<file path="src/rtl/ssd1331_pkg.sv">
// ssd1331_pkg: shared constants and types for the SSD1331 SPI receive-side sink.
//   - opcode constants for the column/row window commands
//   - decoder state enum
//   - default panel geometry
//   - argument clamp helpers used by the window decoder
package ssd1331_pkg;

   localparam int COLS_DEF = 96;
   localparam int ROWS_DEF = 64;

   localparam logic [7:0] CMD_SET_COL = 8'h15;
   localparam logic [7:0] CMD_SET_ROW = 8'h75;

   typedef enum logic [2:0] {
      ST_CMD,
      ST_COL_A,
      ST_COL_B,
      ST_ROW_A,
      ST_ROW_B
   } dec_state_e;

   // Compare in int so the check stays meaningful for any panel size.
   function automatic logic [6:0] clamp_col(input logic [6:0] v, input int max_v);
      return (int'(v) > max_v) ? 7'(max_v) : v;
   endfunction

   function automatic logic [5:0] clamp_row(input logic [5:0] v, input int max_v);
      return (int'(v) > max_v) ? 6'(max_v) : v;
   endfunction

endpackage

</file>
<file path="src/rtl/spi_sink_deser.sv">
// spi_sink_deser: samples SPI mode-0 pins with the system clock and rebuilds bytes.
//   clk, rst          system clock, asynchronous active-high reset
//   sclk, mosi, cs, dc raw SPI pins (cs active low)
//   byte_valid        one-cycle pulse, one clk after the 8th SCLK rise is seen
//   byte_data         last completed byte (MSB first)
//   byte_dc           dc sampled together with the 8th bit
//   err_frame         one-cycle pulse when cs rises with 1..7 bits held
module spi_sink_deser #(
   parameter int SYNC_STAGES = 2
) (
   input  logic       clk,
   input  logic       rst,
   input  logic       sclk,
   input  logic       mosi,
   input  logic       cs,
   input  logic       dc,
   output logic       byte_valid,
   output logic [7:0] byte_data,
   output logic       byte_dc,
   output logic       err_frame
);

   localparam int STAGES = (SYNC_STAGES < 2) ? 2 : SYNC_STAGES;

   // All four pins go through equal-depth chains so mosi/dc stay aligned
   // with the synchronized SCLK edge.
   logic [STAGES-1:0] sclk_sync_q, sclk_sync_d;
   logic [STAGES-1:0] mosi_sync_q, mosi_sync_d;
   logic [STAGES-1:0] cs_sync_q,   cs_sync_d;
   logic [STAGES-1:0] dc_sync_q,   dc_sync_d;
   logic              sclk_prev_q, sclk_prev_d;
   logic              cs_prev_q,   cs_prev_d;
   logic [6:0]        shift_q,     shift_d;
   logic [2:0]        bit_cnt_q,   bit_cnt_d;
   logic              byte_valid_q, byte_valid_d;
   logic [7:0]        byte_data_q, byte_data_d;
   logic              byte_dc_q,   byte_dc_d;
   logic              err_q,       err_d;

   logic sclk_s, mosi_s, cs_s, dc_s, sclk_rise, cs_rise;

   always_comb begin
      // NOTE: every always_comb output gets a default first so no path can infer a latch.
      sclk_sync_d  = {sclk_sync_q[STAGES-2:0], sclk};
      mosi_sync_d  = {mosi_sync_q[STAGES-2:0], mosi};
      cs_sync_d    = {cs_sync_q[STAGES-2:0], cs};
      dc_sync_d    = {dc_sync_q[STAGES-2:0], dc};
      sclk_s       = sclk_sync_q[STAGES-1];
      mosi_s       = mosi_sync_q[STAGES-1];
      cs_s         = cs_sync_q[STAGES-1];
      dc_s         = dc_sync_q[STAGES-1];
      sclk_rise    = sclk_s & ~sclk_prev_q;
      cs_rise      = cs_s & ~cs_prev_q;
      sclk_prev_d  = sclk_s;
      cs_prev_d    = cs_s;
      shift_d      = shift_q;
      bit_cnt_d    = bit_cnt_q;
      byte_valid_d = 1'b0;
      byte_data_d  = byte_data_q;
      byte_dc_d    = byte_dc_q;
      err_d        = 1'b0;

      if (cs_s) begin
         // Deselected: drop any partial byte, flag it only on the rising cs edge.
         bit_cnt_d = '0;
         if (cs_rise && (bit_cnt_q != 3'd0)) err_d = 1'b1;
      end else if (sclk_rise) begin
         shift_d   = {shift_q[5:0], mosi_s};
         bit_cnt_d = bit_cnt_q + 3'd1;   // wraps 7 -> 0 at the byte boundary
         if (bit_cnt_q == 3'd7) begin
            byte_valid_d = 1'b1;
            byte_data_d  = {shift_q, mosi_s};
            byte_dc_d    = dc_s;
         end
      end
   end

   // NOTE: sequential state uses non-blocking assignments only, so every flop samples pre-edge values.
   always_ff @(posedge clk or posedge rst) begin
      if (rst) begin
         sclk_sync_q  <= '0;
         mosi_sync_q  <= '0;
         cs_sync_q    <= '1;          // cs idles high (deselected)
         dc_sync_q    <= '0;
         sclk_prev_q  <= 1'b0;
         cs_prev_q    <= 1'b1;
         shift_q      <= '0;
         bit_cnt_q    <= '0;
         byte_valid_q <= 1'b0;
         byte_data_q  <= '0;
         byte_dc_q    <= 1'b0;
         err_q        <= 1'b0;
      end else begin
         sclk_sync_q  <= sclk_sync_d;
         mosi_sync_q  <= mosi_sync_d;
         cs_sync_q    <= cs_sync_d;
         dc_sync_q    <= dc_sync_d;
         sclk_prev_q  <= sclk_prev_d;
         cs_prev_q    <= cs_prev_d;
         shift_q      <= shift_d;
         bit_cnt_q    <= bit_cnt_d;
         byte_valid_q <= byte_valid_d;
         byte_data_q  <= byte_data_d;
         byte_dc_q    <= byte_dc_d;
         err_q        <= err_d;
      end
   end

   assign byte_valid = byte_valid_q;
   assign byte_data  = byte_data_q;
   assign byte_dc    = byte_dc_q;
   assign err_frame  = err_q;

endmodule

</file>
<file path="src/rtl/ssd1331_spi_sink.sv">
// ssd1331_spi_sink: receive-side model of the SSD1331 OLED SPI link.
//   Deserializes the SPI pins, decodes column (0x15) / row (0x75) window commands,
//   reassembles RGB565 pixels and emits each with its panel (x,y) address.
//   clk, rst                 system clock, asynchronous active-high reset
//   sclk, mosi, cs, dc       SPI pins (mode 0, MSB first, cs active low, dc=1 data)
//   byte_valid/data/dc       completed byte stream
//   cmd_valid, cmd_byte      any opcode other than the window commands
//   pixel_valid/x/y/color    completed pixel with its pre-increment address
//   win_col_*, win_row_*     current drawing window
//   err_frame                protocol error pulse
// Optional build macro SINK_STATS_EN adds saturating pixel_count (32b) and err_count (16b).
module ssd1331_spi_sink
   import ssd1331_pkg::*;
#(
   parameter int COLS        = COLS_DEF,
   parameter int ROWS        = ROWS_DEF,
   parameter int SYNC_STAGES = 2
) (
   input  logic        clk,
   input  logic        rst,
   input  logic        sclk,
   input  logic        mosi,
   input  logic        cs,
   input  logic        dc,
   output logic        byte_valid,
   output logic [7:0]  byte_data,
   output logic        byte_dc,
   output logic        cmd_valid,
   output logic [7:0]  cmd_byte,
   output logic        pixel_valid,
   output logic [6:0]  pixel_x,
   output logic [5:0]  pixel_y,
   output logic [15:0] pixel_color,
   output logic [6:0]  win_col_start,
   output logic [6:0]  win_col_end,
   output logic [5:0]  win_row_start,
   output logic [5:0]  win_row_end,
`ifdef SINK_STATS_EN
   output logic [31:0] pixel_count,
   output logic [15:0] err_count,
`endif
   output logic        err_frame
);

   localparam logic [6:0] COL_MAX = 7'(COLS - 1);
   localparam logic [5:0] ROW_MAX = 6'(ROWS - 1);

   logic deser_err;

   spi_sink_deser #(.SYNC_STAGES(SYNC_STAGES)) u_deser (
      .clk        (clk),
      .rst        (rst),
      .sclk       (sclk),
      .mosi       (mosi),
      .cs         (cs),
      .dc         (dc),
      .byte_valid (byte_valid),
      .byte_data  (byte_data),
      .byte_dc    (byte_dc),
      .err_frame  (deser_err)
   );

   dec_state_e  state_q, state_d;
   logic [6:0]  arg_q, arg_d;            // clamped start argument held until *_B
   logic [6:0]  col_start_q, col_start_d, col_end_q, col_end_d;
   logic [5:0]  row_start_q, row_start_d, row_end_q, row_end_d;
   logic [6:0]  x_q, x_d;
   logic [5:0]  y_q, y_d;
   logic [7:0]  hi_q, hi_d;
   logic        hi_pending_q, hi_pending_d;
   logic        pixel_valid_q, pixel_valid_d;
   logic [6:0]  pixel_x_q, pixel_x_d;
   logic [5:0]  pixel_y_q, pixel_y_d;
   logic [15:0] pixel_color_q, pixel_color_d;
   logic        cmd_valid_q, cmd_valid_d;
   logic [7:0]  cmd_byte_q, cmd_byte_d;
   logic        err_frame_q, err_frame_d;

   logic        pix_byte, dec_err;
   logic [6:0]  col_end_v;
   logic [5:0]  row_end_v;

   always_comb begin
      state_d       = state_q;
      arg_d         = arg_q;
      col_start_d   = col_start_q;
      col_end_d     = col_end_q;
      row_start_d   = row_start_q;
      row_end_d     = row_end_q;
      x_d           = x_q;
      y_d           = y_q;
      hi_d          = hi_q;
      hi_pending_d  = hi_pending_q;
      pixel_valid_d = 1'b0;
      pixel_x_d     = pixel_x_q;
      pixel_y_d     = pixel_y_q;
      pixel_color_d = pixel_color_q;
      cmd_valid_d   = 1'b0;
      cmd_byte_d    = cmd_byte_q;
      pix_byte      = 1'b0;
      dec_err       = 1'b0;
      col_end_v     = clamp_col(byte_data[6:0], COLS - 1);
      row_end_v     = clamp_row(byte_data[5:0], ROWS - 1);

      if (byte_valid) begin
         // A command byte between the two halves of a pixel orphans the high byte.
         if (!byte_dc && hi_pending_q) begin
            dec_err      = 1'b1;
            hi_pending_d = 1'b0;
         end

         unique case (state_q)
            ST_CMD: begin
               if (byte_dc)                        pix_byte = 1'b1;
               else if (byte_data == CMD_SET_COL)  state_d  = ST_COL_A;
               else if (byte_data == CMD_SET_ROW)  state_d  = ST_ROW_A;
               else begin
                  cmd_valid_d = 1'b1;
                  cmd_byte_d  = byte_data;
               end
            end
            ST_COL_A, ST_ROW_A: begin
               if (byte_dc) begin
                  dec_err  = 1'b1;
                  pix_byte = 1'b1;
                  state_d  = ST_CMD;
               end else if (state_q == ST_COL_A) begin
                  arg_d   = clamp_col(byte_data[6:0], COLS - 1);
                  state_d = ST_COL_B;
               end else begin
                  arg_d   = {1'b0, clamp_row(byte_data[5:0], ROWS - 1)};
                  state_d = ST_ROW_B;
               end
            end
            ST_COL_B: begin
               state_d = ST_CMD;
               if (byte_dc) begin
                  dec_err  = 1'b1;
                  pix_byte = 1'b1;
               end else begin
                  if (col_end_v < arg_q) col_end_v = arg_q;
                  col_start_d = arg_q;
                  col_end_d   = col_end_v;
                  x_d         = arg_q;
               end
            end
            ST_ROW_B: begin
               state_d = ST_CMD;
               if (byte_dc) begin
                  dec_err  = 1'b1;
                  pix_byte = 1'b1;
               end else begin
                  if (row_end_v < arg_q[5:0]) row_end_v = arg_q[5:0];
                  row_start_d = arg_q[5:0];
                  row_end_d   = row_end_v;
                  y_d         = arg_q[5:0];
               end
            end
            default: state_d = ST_CMD;
         endcase

         // Window writes and pixel bytes are mutually exclusive, so the pointer
         // increment below never competes with a window update.
         if (pix_byte) begin
            if (!hi_pending_q) begin
               hi_d         = byte_data;
               hi_pending_d = 1'b1;
            end else begin
               pixel_valid_d = 1'b1;
               pixel_x_d     = x_q;
               pixel_y_d     = y_q;
               pixel_color_d = {hi_q, byte_data};
               hi_pending_d  = 1'b0;
               if (x_q == col_end_q) begin
                  x_d = col_start_q;
                  y_d = (y_q == row_end_q) ? row_start_q : y_q + 6'd1;
               end else begin
                  x_d = x_q + 7'd1;
               end
            end
         end
      end

      err_frame_d = deser_err | dec_err;
   end

   always_ff @(posedge clk or posedge rst) begin
      if (rst) begin
         state_q       <= ST_CMD;
         arg_q         <= '0;
         col_start_q   <= '0;
         col_end_q     <= COL_MAX;
         row_start_q   <= '0;
         row_end_q     <= ROW_MAX;
         x_q           <= '0;
         y_q           <= '0;
         hi_q          <= '0;
         hi_pending_q  <= 1'b0;
         pixel_valid_q <= 1'b0;
         pixel_x_q     <= '0;
         pixel_y_q     <= '0;
         pixel_color_q <= '0;
         cmd_valid_q   <= 1'b0;
         cmd_byte_q    <= '0;
         err_frame_q   <= 1'b0;
      end else begin
         state_q       <= state_d;
         arg_q         <= arg_d;
         col_start_q   <= col_start_d;
         col_end_q     <= col_end_d;
         row_start_q   <= row_start_d;
         row_end_q     <= row_end_d;
         x_q           <= x_d;
         y_q           <= y_d;
         hi_q          <= hi_d;
         hi_pending_q  <= hi_pending_d;
         pixel_valid_q <= pixel_valid_d;
         pixel_x_q     <= pixel_x_d;
         pixel_y_q     <= pixel_y_d;
         pixel_color_q <= pixel_color_d;
         cmd_valid_q   <= cmd_valid_d;
         cmd_byte_q    <= cmd_byte_d;
         err_frame_q   <= err_frame_d;
      end
   end

`ifdef SINK_STATS_EN
   logic [31:0] pixel_count_q, pixel_count_d;
   logic [15:0] err_count_q,   err_count_d;

   always_comb begin
      pixel_count_d = pixel_count_q;
      err_count_d   = err_count_q;
      if (pixel_valid_q && (pixel_count_q != '1)) pixel_count_d = pixel_count_q + 32'd1;
      if (err_frame_q && (err_count_q != '1))     err_count_d   = err_count_q + 16'd1;
   end

   always_ff @(posedge clk or posedge rst) begin
      if (rst) begin
         pixel_count_q <= '0;
         err_count_q   <= '0;
      end else begin
         pixel_count_q <= pixel_count_d;
         err_count_q   <= err_count_d;
      end
   end

   assign pixel_count = pixel_count_q;
   assign err_count   = err_count_q;
`endif

   assign cmd_valid     = cmd_valid_q;
   assign cmd_byte      = cmd_byte_q;
   assign pixel_valid   = pixel_valid_q;
   assign pixel_x       = pixel_x_q;
   assign pixel_y       = pixel_y_q;
   assign pixel_color   = pixel_color_q;
   assign win_col_start = col_start_q;
   assign win_col_end   = col_end_q;
   assign win_row_start = row_start_q;
   assign win_row_end   = row_end_q;
   assign err_frame     = err_frame_q;

endmodule

</file>
<file path="config.mk">
export PLATFORM = sky130hd
export DESIGN_NAME = ssd1331_spi_sink
export DESIGN_NICKNAME = d
export VERILOG_FILES = /design/src/rtl/ssd1331_pkg.sv /design/src/rtl/spi_sink_deser.sv /design/src/rtl/ssd1331_spi_sink.sv
export SDC_FILE = /design/constraint.sdc
export NUM_CORES = 1
export LEC_CHECK = 0
export ABC_AREA = 1
export CORE_MARGIN = 2
export CORE_UTILIZATION = 40
export CTS_CLUSTER_SIZE = 14
export DETAILED_ROUTE_END_ITERATION = 10
export PLACE_DENSITY_LB_ADDON = 0.08
export SETUP_SLACK_MARGIN = 0.02
export SYNTH_ARGS = -nofsm -noshare
export SYNTH_HDL_FRONTEND = slang
export SYNTH_HIERARCHICAL = 1
export SYNTH_SLANG_ARGS = --single-unit
export TNS_END_PERCENT = 30
</file>
<file path="constraint.sdc">
create_clock -name clk -period 3.2 [get_ports clk]
set_input_delay 0.64 -clock clk [delete_from_list [all_inputs] [get_ports clk]]
set_output_delay 0.64 -clock clk [all_outputs]
set_load 0.05 [all_outputs]
</file>
Yosys cells after proc, flatten, opt, wreduce, memory -nomap -nowiden
Index checks and enable logic that the tools add are counted.
{"block": "word_totals", "ff_bits": 129, "in_bits": 6, "output_inout_bits": 76}
{"block": "op_classes", "add_sub_neg": 3, "order_cmp": 3, "eq_ne": 11, "muxes": 46, "bitwise": 10, "reduce_logical": 20}
{"op": "$mux W7", "count": 8}
{"op": "$mux W6", "count": 7}
{"op": "$mux W1", "count": 23}
{"op": "$mux W3", "count": 7}
{"op": "$reduce_and A3 Y1", "count": 7}
{"op": "$eq A8 B5 Y1 const B", "count": 1}
{"op": "$eq A8 B7 Y1 const B", "count": 1}
{"op": "$add A7 B1 Y7 const B", "count": 1}
{"op": "$eq A7 B7 Y1", "count": 1}
{"op": "$gt A7 B7 Y1 const B", "count": 1}
{"op": "$lt A7 B7 Y1", "count": 1}
{"op": "$not A1 Y1", "count": 7}
{"op": "$add A6 B1 Y6 const B", "count": 1}
{"op": "$eq A3 B2 Y1 const B", "count": 2}
{"op": "$eq A3 B3 Y1 const B", "count": 2}
{"op": "$eq A6 B6 Y1", "count": 1}
{"op": "$lt A6 B6 Y1", "count": 1}
{"op": "$pmux W3 S2", "count": 1}
{"op": "$reduce_and A5 Y1", "count": 1}
{"op": "$reduce_or A5 Y1", "count": 1}
{"op": "$reduce_and A2 Y1", "count": 2}
{"op": "$reduce_bool A2 Y1", "count": 2}
{"op": "$reduce_or A4 Y1", "count": 1}
{"op": "$add A3 B1 Y3 const B", "count": 1}
{"op": "10 further kinds", "count": 12}

Depth between registers and ports, before layout
{"block": "logic_depth", "word_depth": 7, "ltp_mapped": 12}

Cells and area by module
Netlist, hierarchy kept.
{"mod": "ssd1331_spi_sink", "instances": 1, "cells_each": 653, "area_each_um2": 5078.6, "seq_area_each_um2": 2467.4}
{"mod": "spi_sink_deser", "instances": 1, "cells_each": 102, "area_each_um2": 1179.9, "seq_area_each_um2": 779.5}

Worst setup path after synthesis
No wires, ideal clock.
{"block": "synth_path", "path_kind": "register to register", "from": "reg u_deser.byte_data_q[5] (netlist: u_deser/byte_data[5])", "to": "reg col_end_q[5] (netlist: win_col_end[5])", "setup_time_ns": 0.066, "arrival_ns": 2.265, "required_time_ns": 3.134, "slack_ns": 0.869, "stages_incl_launch_ff": 13, "period_less_slack_ns": 2.331, "cell_sequence": "dfrtp_1 -> nand2_1 -> inv_1 -> nor2_1 -> inv_1 -> ha_1 -> a21oi_1 -> nor2_1 -> nor3_2 -> nand2_1 -> nand2_1 -> nand3_1 -> nand2_1"}
{"block": "synth_between", "elab_chain_cells": 4}
{"element": "start: declaration", "line": "spi_sink_deser.sv:36", "source": "logic [7:0] byte_data_q, byte_data_d;"}
{"element": "start signal: assignment", "line": "spi_sink_deser.sv:103", "source": "byte_data_q <= byte_data_d;"}
{"element": "$gt A7 B7 Y1", "line": "ssd1331_pkg.sv:24", "source": "return (int'(v) > max_v) ? 7'(max_v) : v;"}
{"element": "$mux W7 (*)", "line": "ssd1331_pkg.sv:24"}
{"element": "$lt A7 B7 Y1", "line": "ssd1331_spi_sink.sv:141", "source": "if (col_end_v < arg_q) col_end_v = arg_q;"}
{"element": "$mux W7 (*)", "line": "ssd1331_spi_sink.sv:141"}
{"element": "end signal: assignment", "line": "ssd1331_spi_sink.sv:210", "source": "col_end_q <= col_end_d;"}
{"element": "end: declaration", "line": "ssd1331_spi_sink.sv:65", "source": "logic [6:0] col_start_q, col_start_d, col_end_q, col_end_d;"}
Mark *: on every way between the ends. The rest lies on a longest branch, timed or not.
A chain may end at the register's enable or synchronous reset.

Final worst setup path
{"block": "layout_path", "from": "reg u_deser.byte_data_q[2] (netlist: u_deser/byte_data[2])", "to": "out byte_data[2]"}
{"element": "end: declaration", "line": "ssd1331_spi_sink.sv:26", "source": "output logic [7:0] byte_data,"}
No word-level cell between the ends.

==> impl_metrics.toml <==
[synth]
synth_area_um2 = 6260
ys_types = 37
syn_avg_cell_area_um2 = 8.29
synthMuxAreaShare_pct = 0
synth_xor_area_share_pct = 1.96
ys_top_cells_by_area = "dfrtp_1 (46%), nand2_1 (16%), dfstp_2 (6.3%)"
synth_top_family_by_area = "simple AND/OR/NAND/NOR gates"
synth.top_cell.area_share_pct = 45.6
synthAdderAreaFrac_pct = 3.20
synth-warning-count = 6
postSynthCellCount = 755
yosys.area_share.simple_pct = 27.5
syn-num-nets = 777
yosysSeqAreaShare_pct = 51.9
yosysTopAreaCell = "dfrtp_1"
synth-seq-cells = 129
synth_compound_area_share_pct = 8.42

[placement]
dp_cells = 1034
gp_routability_congestion = 0.903
dp_hpwl_um = 11900
dpl_cell_area_um2 = 7290
port_buffers = 81

[power_and_ir_drop]
pwr-share-clk_pct = 52.1
power_frac_seq_pct = 45.4
p_per_area_nw_per_um2 = 470
switchingPower_uw = 766
p_leak_nw = 3.76
intPower_mw = 2.94
power_frac_comb_pct = 2.5
ir_worst_vdd_mv = 0.387
swShare_pct = 20.7

[sta]
rsz0062_at_grt = "no"
slew_headroom_pct = 35.0
drv_slew = 0
fin_crit_sh_pct = 78.4
worst_slew_pin_slew_ns = 0.966
skew_ns = 0.00964
fmaxAchievable_ghz = 0.399
period_minus_slack_ns = 2.51
fin_tns_setup_ns = 0
hold_viol_final = 0
setup_viol = 0

[grt]
busiest_layer = "met2"
antenna_found_initial = 0
grt_use_met1_pct = 28.4
groute.usage.overall_pct = 21.3
use_met3_pct = 5.00
grt_max_degree = 53
grt_pass1_vias = 5235
grt_first_pass_wirelength_um = 27600
grt.overflow.total = 0
grt_use_met2_pct = 34.5

[run]
cap_viol_max_count = 0

[clock_tree]
post_cts_buffers = 0
clockBufferDepth = 2
clk_pin_slew_ns = 0.06
htreeDepth = 4
cts_root_buffer = "clkbuf_16"
cts_inserted_buffers = 17
clkLatencyLatePin_ns = 0.42
cts-resized-gates = 0
cts_sinks = 129
cts_tree = "yes"
hold_buffers = 0

[routing]
wl_per_cell_um = 15.5
vias = 5223
postRouteAntennaNets = 0
drc = 0
vias_per_cell = 4.90
drt_pass1_iterations = 5
routed_wirelength_um = 16500
drt_iter0_markers = 339

[final_layout]
drive_gt1_share_pct = 9.94
fillers = 1481
final_common_cell = "nand2_1"
seq_area_um2 = 3250
layout_common_cells = "nand2_1 (263), dfrtp_1 (114), clkdlybuf4s50_1 (81), inv_1 (72), nand3_1 (58)"
layout.cells.non_filler = 1066
syn2layout_area_growth_pct = 25.9
num_antenna_cells = 0
fin_nets = 864
fin_area_um2 = 7880
multi_input_area_um2 = 2570

[floorplanning]
io_pins = 82
die_area_um2 = 16700
rows = 45
dieWidth_um = 129
core_area_um2 = 15300
die-height_um = 129
start_util_pct = 41.0

[outcome]
status = "completed"

[critical_path]
cp_slowest_cell = "clkdlybuf4s50_1"
crit_buf_inv = 1
arrival_ns = 1.87
cp_top_family = "buffers and inverters"
cp_data_required_time_ns = 2.56
crit_fanout = 9
path_cells = "clkdlybuf4s50_1"
slowest_delay_ns = 0.88
critPathKind = "flop to output pin"
cp-end-kind = "output pin"
setup.worst_path.start_class = "flop"

[worst_hold_path]
hp-class = "flop to flop"
==> power by group through the flow <==
stage / Combinational, mW / Sequential (mW) / Clock (mW)
floorplan: 0.0625 / 1.71 / 0
global placement: 0.0937 / 1.71 / 0
detailed placement: 0.0956 / 1.71 / 0
CTS: 0.0960 / 1.68 / 1.96
global route: 0.107 / 1.69 / 2.04
finish: 0.0921 / 1.68 / 1.93
==> synthesized netlist by cell type (all sizes together) <==
| library cell | count |
|---|---|
| o21bai | 1 |
| buf | 16 |
| o211ai | 1 |
| nor3 | 7 |
| o21ai | 68 |
| clkbuf | 4 |
| ha | 16 |
| o22ai | 2 |
| nand4 | 22 |
| inv | 84 |
| nor2 | 38 |
| a31oi | 1 |
| a211oi | 1 |
| a21oi | 19 |
| nand3 | 60 |
| xor2 | 10 |
| nand2 | 266 |
| xnor2 | 4 |
| nor4 | 2 |
| dfstp | 15 |
| o21a | 4 |
| dfrtp | 114 |
==> flip-flops by register name, summed over array words and instances (netlist names), 3 cells and up <==
name,flops
pixel_y,6
x_q,7
pixel_color,16
u_deser/bit_cnt_q,3
win_row_start,6
y_q,6
cmd_byte,8
win_col_start,7
state_q,3
pixel_x,7
u_deser/byte_data,8
hi_q,8
arg_q,7
u_deser/shift_q,7
win_row_end,6
win_col_end,7
==> final cells by class <==
class / instances / area share (%)
clock buffer: 26 / 6.46
clock inverter: 6 / 1.02
inverter: 84 / 4.05
multi-input combinational: 522 / 32.7
sequential: 129 / 41.2
tap: 211 / 3.35
timing repair buffer: 88 / 11.3
==> layer usage <==
metal  vias to the layer above  share of wire, %
li1                       2616                 -
met1                      2471                46
met2                       115                49
met3                        21               4.1
met4                         0               1.6
met5                         -                 0
==> metrics by stage <==
| stage | power, mW | utilization [%] | hold WS [ns] | setup slack, ns |
|---|---|---|---|---|
| global placement | 1.80 | 47.8 | 0.335 | 1.02 |
| floorplan | 1.77 | - | 0.331 | 0.869 |
| detailed placement | 1.81 | 47.8 | 0.338 | 0.838 |
| finish | 3.70 | 51.7 | 0.352 | 0.692 |
| CTS | 3.74 | 51.7 | 0.356 | 0.677 |
| global route | 3.83 | 51.7 | 0.360 | 0.514 |
==> worst paths after layout <==
| path | cells after the start | startpoint | endpoint | slack (ns) |
|---|---|---|---|---|
| max in group asynchronous | 3 | rst | pixel_y[4] | 1.98 |
| min reg2reg | 0 | u_deser/mosi_sync_q[0] | u_deser/mosi_sync_q[1] | 0.35 |
| max | 1 | u_deser/byte_data[2] | byte_data[2] | 0.69 |
| min | 0 | u_deser/mosi_sync_q[0] | u_deser/mosi_sync_q[1] | 0.35 |
| max reg2reg | 12 | u_deser/byte_data[5] | win_col_end[2] | 0.76 |
| min in group asynchronous | 2 | rst | hi_q[5] | 0.64 |
==> cell families (layout without fill, tap and decap cells) <==
| logic type | Yosys count | in the layout |
|---|---|---|
| AO/OA/AOI/OAI | 97 | 97 |
| buffers and inverters | 104 | 204 |
| flip-flops | 129 | 129 |
| AND/OR/NAND/NOR | 395 | 395 |
| XOR/XNOR | 14 | 14 |
| adder cells (fa/ha/maj) | 16 | 16 |
No activity file was read; power rests on OpenSTA's default activity.
